**src/rtl/gate_seq_pkg.sv**
```systemverilog
// rtl/gate_seq_pkg.sv - gate op codes, sequencer states and the expected-output function
package gate_seq_pkg;

  localparam logic [1:0] OP_AND  = 2'd0;
  localparam logic [1:0] OP_OR   = 2'd1;
  localparam logic [1:0] OP_XOR  = 2'd2;
  localparam logic [1:0] OP_NAND = 2'd3;

  typedef enum logic [1:0] {
    S_IDLE      = 2'd0,
    S_RUN       = 2'd1,
    S_WAIT_STEP = 2'd2,
    S_DONE      = 2'd3
  } state_t;

  function automatic logic expected_out(input logic [1:0] op, input logic a, input logic b);
    case (op)
      OP_AND:  return a & b;
      OP_OR:   return a | b;
      OP_XOR:  return a ^ b;
      default: return ~(a & b);
    endcase
  endfunction

endpackage

```
**src/rtl/sync_2ff.sv**
```systemverilog
// rtl/sync_2ff.sv - two-flop synchroniser for one asynchronous bit
module sync_2ff (
  input  logic clk,
  input  logic rst_n,
  input  logic d,
  output logic q
);

  logic meta;

  always_ff @(posedge clk or negedge rst_n) begin
    if (!rst_n) begin
      meta <= 1'b0;
      q    <= 1'b0;
    end else begin
      meta <= d;
      q    <= meta;
    end
  end

endmodule

```
**src/rtl/gate_truth_table_sequencer.sv**
```systemverilog
// rtl/gate_truth_table_sequencer.sv - walks a 2-input gate through its truth table and flags mismatches
module gate_truth_table_sequencer
  import gate_seq_pkg::*;
#(
  parameter int STEP_CYCLES = 24_000_000,
  parameter int GATE_OP     = 1
) (
  input  logic       clk,
  input  logic       rst_n,
  input  logic       start,
  input  logic       step_mode,
  input  logic       step,
  input  logic       dut_out0,
  output logic       dut_in0,
  output logic       dut_in1,
  output logic [1:0] vec_idx,
  output logic       busy,
  output logic       done,
  output logic       pass,
  output logic [3:0] fail_vec
);

  localparam int CW = (STEP_CYCLES > 1) ? $clog2(STEP_CYCLES) : 1;
  localparam logic [CW-1:0] CNT_LAST = CW'(STEP_CYCLES - 1);

  state_t        state;
  logic [CW-1:0] cnt;
  logic          start_q;
  logic          gate_q;
  logic          mismatch;
  logic [3:0]    fail_next;

  sync_2ff u_sync (
    .clk   (clk),
    .rst_n (rst_n),
    .d     (dut_out0),
    .q     (gate_q)
  );

  assign mismatch  = gate_q != expected_out(2'(GATE_OP), vec_idx[0], vec_idx[1]);
  assign fail_next = fail_vec | ({3'b000, mismatch} << vec_idx);

  // The gate inputs are only exercised while a run is active; idle and done park them low.
  assign dut_in0 = busy & vec_idx[0];
  assign dut_in1 = busy & vec_idx[1];

  always_ff @(posedge clk or negedge rst_n) begin
    if (!rst_n) begin
      state    <= S_IDLE;
      cnt      <= '0;
      start_q  <= 1'b0;
      vec_idx  <= 2'd0;
      busy     <= 1'b0;
      done     <= 1'b0;
      pass     <= 1'b0;
      fail_vec <= 4'd0;
    end else begin
      // A start seen mid-run is dropped here so it cannot leak into the following DONE state.
      start_q <= start & ((state == S_IDLE) | (state == S_DONE));
      case (state)
        S_IDLE, S_DONE: begin
          if (start_q) begin
            state    <= S_RUN;
            cnt      <= '0;
            vec_idx  <= 2'd0;
            fail_vec <= 4'd0;
            busy     <= 1'b1;
            done     <= 1'b0;
            pass     <= 1'b0;
          end
        end
        S_RUN: begin
          if (cnt == CNT_LAST) begin
            fail_vec <= fail_next;
            if (vec_idx == 2'd3) begin
              state <= S_DONE;
              busy  <= 1'b0;
              done  <= 1'b1;
              pass  <= (fail_next == 4'd0);
            end else if (step_mode) begin
              state <= S_WAIT_STEP;
            end else begin
              vec_idx <= vec_idx + 2'd1;
              cnt     <= '0;
            end
          end else begin
            cnt <= cnt + 1'b1;
          end
        end
        S_WAIT_STEP: begin
          if (step) begin
            state   <= S_RUN;
            vec_idx <= vec_idx + 2'd1;
            cnt     <= '0;
          end
        end
        default: state <= S_IDLE;
      endcase
    end
  end

endmodule

```
**config.mk**
```make
export PLATFORM = sky130hd
export DESIGN_NAME = gate_truth_table_sequencer
export DESIGN_NICKNAME = d
export VERILOG_FILES = /design/src/rtl/gate_seq_pkg.sv /design/src/rtl/sync_2ff.sv /design/src/rtl/gate_truth_table_sequencer.sv
export SDC_FILE = /design/constraint.sdc
export NUM_CORES = 1
export LEC_CHECK = 0
export CAP_MARGIN = 20
export CORE_MARGIN = 2
export CORE_UTILIZATION = 48
export CTS_CLUSTER_DIAMETER = 40
export CTS_CLUSTER_SIZE = 14
export DETAILED_ROUTE_END_ITERATION = 8
export PLACE_DENSITY = 0.8
export SKIP_CTS_REPAIR_TIMING = 1
export SLEW_MARGIN = 25
export SYNTH_ARGS = -nofsm -noshare
export SYNTH_HDL_FRONTEND = slang
export SYNTH_HIERARCHICAL = 1
export SYNTH_SLANG_ARGS = --single-unit
```
**constraint.sdc**
```tcl
create_clock -name clk -period 2.82 [get_ports clk]
set_clock_uncertainty 0.05 [all_clocks]
set_input_delay 0.705 -clock clk [delete_from_list [all_inputs] [get_ports clk]]
set_output_delay 0.705 -clock clk [all_outputs]
set_load 0.01 [all_outputs]
```
==> impl_summary.txt <==
----------------------------------------------------
[Status]
  Run status ... complete, no violations

[Clocking]
  TritonCTS buffer count ... 5
  CTS H-Tree Depth ... 2
  Clock tree from TritonCTS ... built
  Root Buffer Master ... sky130_fd_sc_hd__clkbuf_8
  Clock latency on the worst-skew pair ... 0.29 ns
  CTS max path bufs ... 2
  Clock slew at the register clock pins of the worst setup and hold paths ... approximately 0.080 ns
  Sinks on Clock Net ... 39

[Final layout]
  Antenna cells ... 0
  Area grow syn2layout ... 16.11%
  Final nets ... 262
  Fraction of layout cells with a size suffix above 1 ... 0.1151
  Final std cells w/o fill ... 304

[Die]
  Rows ... 24
  Initial cell density of the core ... 0.4994
  Y dimension of the die ... 71.31 µm
  Placeable Area ... 0.004354 mm²
  Boundary Pins ... 17
  Area enclosed by the die boundary ... around 0.0051 mm²
  Die X-Extent ... 71.31 µm

[Timing]
  Slew at the pin closest to its max-slew limit ... about 0.87 ns
  Fin. Hold Viols ... 0
  Fmax ... 392.7 MHz
  Setup repair after global routing missed its margin ... no
  Number of failing setup endpoints in the final timing report ... 0
  Slew Limit Fails ... 0
  Period utilisation layout ... 0.9030
  Minimum clock period after layout ... 2.546 ns
  Tightest slew margin relative to the limit ... 0.4193
  Setup TNS after final layout ... 0 ns

[Power and ir drop]
  Fraction of power consumed by the clock network ... 0.484
  Peak VDD IR ... 0.2803 mV
  Leakage power ... between 1 and 1.5 nW
  Combinational group share of total power ... 0.018
  Pint ... 920.7 µW
  Switching part of the total ... 0.1820
  Proportion of power drawn by flip-flops and latches ... 0.498
  Power spent charging and discharging nets ... 204.8 µW
  PwrDens ... roughly 450 mW/mm²

[Global route]
  Largest net degree at the start of global routing ... 40
  Global-route wire length before repair ... between 8000 and 9000 µm
  Antenna violations before repair ... 0
  Via count of the first global-routing pass ... 1,704
  GRT Util Overall ... 0.2022
  Global route total overflow ... 0

[Critical path]
  Critical-path maximum fanout ... 7
  Startpoint-to-endpoint class of the critical path ... reg2reg
  Crit-path leading delay family ... simple AND/OR/NAND/NOR gates
  Crit path capture type ... flip-flop
  Cell breakdown of the critical path ... or4b_4 > nor4_2 > nand3_2 > a21oi_4 > mux2_4
  Number of stages on the worst setup path ... 5
  Critical-path cell with the highest stage delay ... sky130_fd_sc_hd__or4b_4
  Arrival @ worst endpoint ... 2.68 ns
  Timing startpoint of the critical path ... cnt[16]
  Critical Path Max Stage Delay ... roughly 0.59 ns
  Data required time of the critical path ... 2.95 ns
  Element type at the critical path start ... flip-flop
  R2R Path Start ... cnt[16]
  Depth of the worst register-to-register path ... 5
  Critical path destination ... vec_idx[0]
  Buf/Inv on CP ... 0
  RR Endpoint ... vec_idx[0]
  R2r setup slk ... 0.27 ns

[Synth]
  Post-Synthesis Mean Instance Area ... 9.538 µm²
  Number of enable-type register cells in the synthesized netlist ... 0
  Instance count of the mapped netlist ... 228
  Post-synthesis sequential area ratio ... 0.4488
  Netlist area before placement ... 0.002175 mm²
  Count of unique library cells instantiated by Yosys ... between 40 and 50
  Syn nets ... between 200 and 250
  Seq cells post-synth ... 39
  Cell types occupying the most area after synthesis ... sky130_fd_sc_hd__dfrtp_1 45%, sky130_fd_sc_hd__nor2_1 3.8%, sky130_fd_sc_hd__a21oi_1 3.7%
  Share of flip-flops with an asynchronous set or reset ... 1.000
  Library cell with the highest instance count after synthesis ... sky130_fd_sc_hd__dfrtp_1
  Synth warnings ... 6
  Cell type with the largest total area after synthesis ... sky130_fd_sc_hd__dfrtp_1
  Most common flop cell mapped by yosys ... sky130_fd_sc_hd__dfrtp_1
  Top post-synthesis cells by count ... 39 x sky130_fd_sc_hd__dfrtp_1, 22 x sky130_fd_sc_hd__nor2_1, 19 x sky130_fd_sc_hd__nand2_1
  Area share of the largest cell type after synthesis ... 0.4488

[Routing]
  Overall via count from detail_route ... 1,823
  Average via count per standard cell ... 5.997
  Number of nets with antenna violations after detailed routing ... 0
  Detailed-router iteration count before antenna repair ... 4
  DRC violation count after routing ... 0
  Drt total wl ... 4697 µm
  DR iter-0 viols ... 144
  Detail-routed net length per standard cell ... 15.45 µm

[Placement]
  Number of port buffers ... 16
  Total half-perimeter wirelength after legalization and detailed placement ... 3428 µm
  Number of cells in the design after placement ... 296
  Final weighted congestion of routability-driven global placement ... approximately 0.80

[Min path]
  Min-Delay Path Class ... reg2reg
  Launch instance of the worst min-delay path ... u_sync/meta

[Job]
  Max capacitance violation total ... 0

----------------------------------------------------
==> metal layers <==
metal | global-route usage | vias up | wire (µm)
met5 | 0 | - | 0
met3 | 0.03938 | 8 | 198
met2 | 0.3004 | 42 | 2210
met4 | 0.09015 | 0 | 96
met1 | 0.2879 | 887 | 2192
li1 | - | 886 | -
==> layout by cell type (no fill, tap or decap), types with 2 or more instances in the layout <==
cell type                         netlist  routed
sky130_fd_sc_hd__a22o_1                 2       2
sky130_fd_sc_hd__nand2_1               19      19
sky130_fd_sc_hd__nand4_1                9       9
sky130_fd_sc_hd__nand2b_1               5       5
sky130_fd_sc_hd__nand3_1                9       9
sky130_fd_sc_hd__inv_1                 12      12
sky130_fd_sc_hd__ha_1                   5       5
sky130_fd_sc_hd__buf_4                  1       7
sky130_fd_sc_hd__o31ai_1                8       8
sky130_fd_sc_hd__clkbuf_8               0       5
sky130_fd_sc_hd__mux2i_1                4       4
sky130_fd_sc_hd__clkdlybuf4s50_1        0      15
sky130_fd_sc_hd__bufinv_16              0       2
sky130_fd_sc_hd__or3_1                  5       5
sky130_fd_sc_hd__a21o_1                 2       2
sky130_fd_sc_hd__nor2_1                22      22
sky130_fd_sc_hd__a31oi_1                6       6
sky130_fd_sc_hd__nor4_1                 3       3
sky130_fd_sc_hd__and2_1                 3       3
sky130_fd_sc_hd__a21oi_1               16      16
sky130_fd_sc_hd__xnor2_1                7       7
sky130_fd_sc_hd__or2_2                  2       2
sky130_fd_sc_hd__nor3_1                 5       5
sky130_fd_sc_hd__dfrtp_1               39      39
sky130_fd_sc_hd__o21ai_0                9       9
sky130_fd_sc_hd__a41oi_1                2       2
sky130_fd_sc_hd__and3_1                 2       2
sky130_fd_sc_hd__or4_1                  4       4
==> area by class of cell <==
| cell class | instances | area, µm² |
|---|---|---|
| clock buffer | 6 | 72.57 |
| clock inverter | 2 | 60.06 |
| fill | 356 | 1829 |
| inverter | 12 | 45.04 |
| multi-input combinational | 170 | 1099 |
| sequential | 39 | 975.9 |
| tap | 52 | 65.06 |
| timing repair buffer | 23 | 207.7 |
==> power groups by stage <==
stage	registers, mW	logic [mW]	clock network [mW]
final	0.561	0.0203	0.544
after global routing	0.561	0.0235	0.583
after CTS	0.561	0.0211	0.554
after detailed placement	0.572	0.0211	0
after global placement	0.572	0.0209	0
after floorplan	0.572	0.00283	0
==> flip-flops by register name (all words and copies together) (netlist names) <==
signal	count
busy	1
start_q	1
vec_idx	2
u_sync/q	1
fail_vec	4
state	2
cnt	25
done	1
pass	1
u_sync/meta	1
==> worst register-to-register path, stage by stage, from the launching register on <==
cell and delay [ns]:
sky130_fd_sc_hd__dfrtp_1 0.44, sky130_fd_sc_hd__or4b_4 0.59, sky130_fd_sc_hd__nor4_2 0.47, sky130_fd_sc_hd__nand3_2 0.19, sky130_fd_sc_hd__a21oi_4 0.36, sky130_fd_sc_hd__mux2_4 0.33
==> kinds of logic (layout without fill, tap and decap cells) <==
logic type,count (synthesis),count (layout),synth area share
DFF,39,39,0.4488
xor gates and xnor gates,7,7,0.02819
buffers and inverters,19,43,0.04603
adders and majority gates,5,5,0.02877
and+or+nand+nor,100,100,0.2624
AOI/OAI and AO/OA,52,52,0.1554
muxes,6,6,0.03049
==> metrics by stage <==
stage | power, mW | setup WS, ns | hold slack (ns) | area [µm²] | util
floorplan | 0.5747 | 0.5803 | 0.2812 | 2175 | -
global placement | 0.5927 | 0.2047 | 0.2886 | 2392 | 0.5494
detailed placement | 0.5929 | 0.1696 | 0.2942 | 2392 | 0.5494
CTS | 1.136 | 0.3038 | 0.3115 | 2525 | 0.5799
global route | 1.167 | 0.2090 | 0.3147 | 2525 | 0.5799
finish | 1.125 | 0.2735 | 0.3116 | 2525 | 0.5799
==> worst min path at each step <==
stage | to | slack, ns | depth (start not counted)
finish | u_sync/q | 0.31 | 0
global route | u_sync/q | 0.31 | 0
CTS | u_sync/q | 0.31 | 0
detailed placement | u_sync/q | 0.29 | 0
global placement | u_sync/q | 0.29 | 0
floorplan | u_sync/q | 0.28 | 0
No activity file was read; power rests on OpenSTA's default activity.
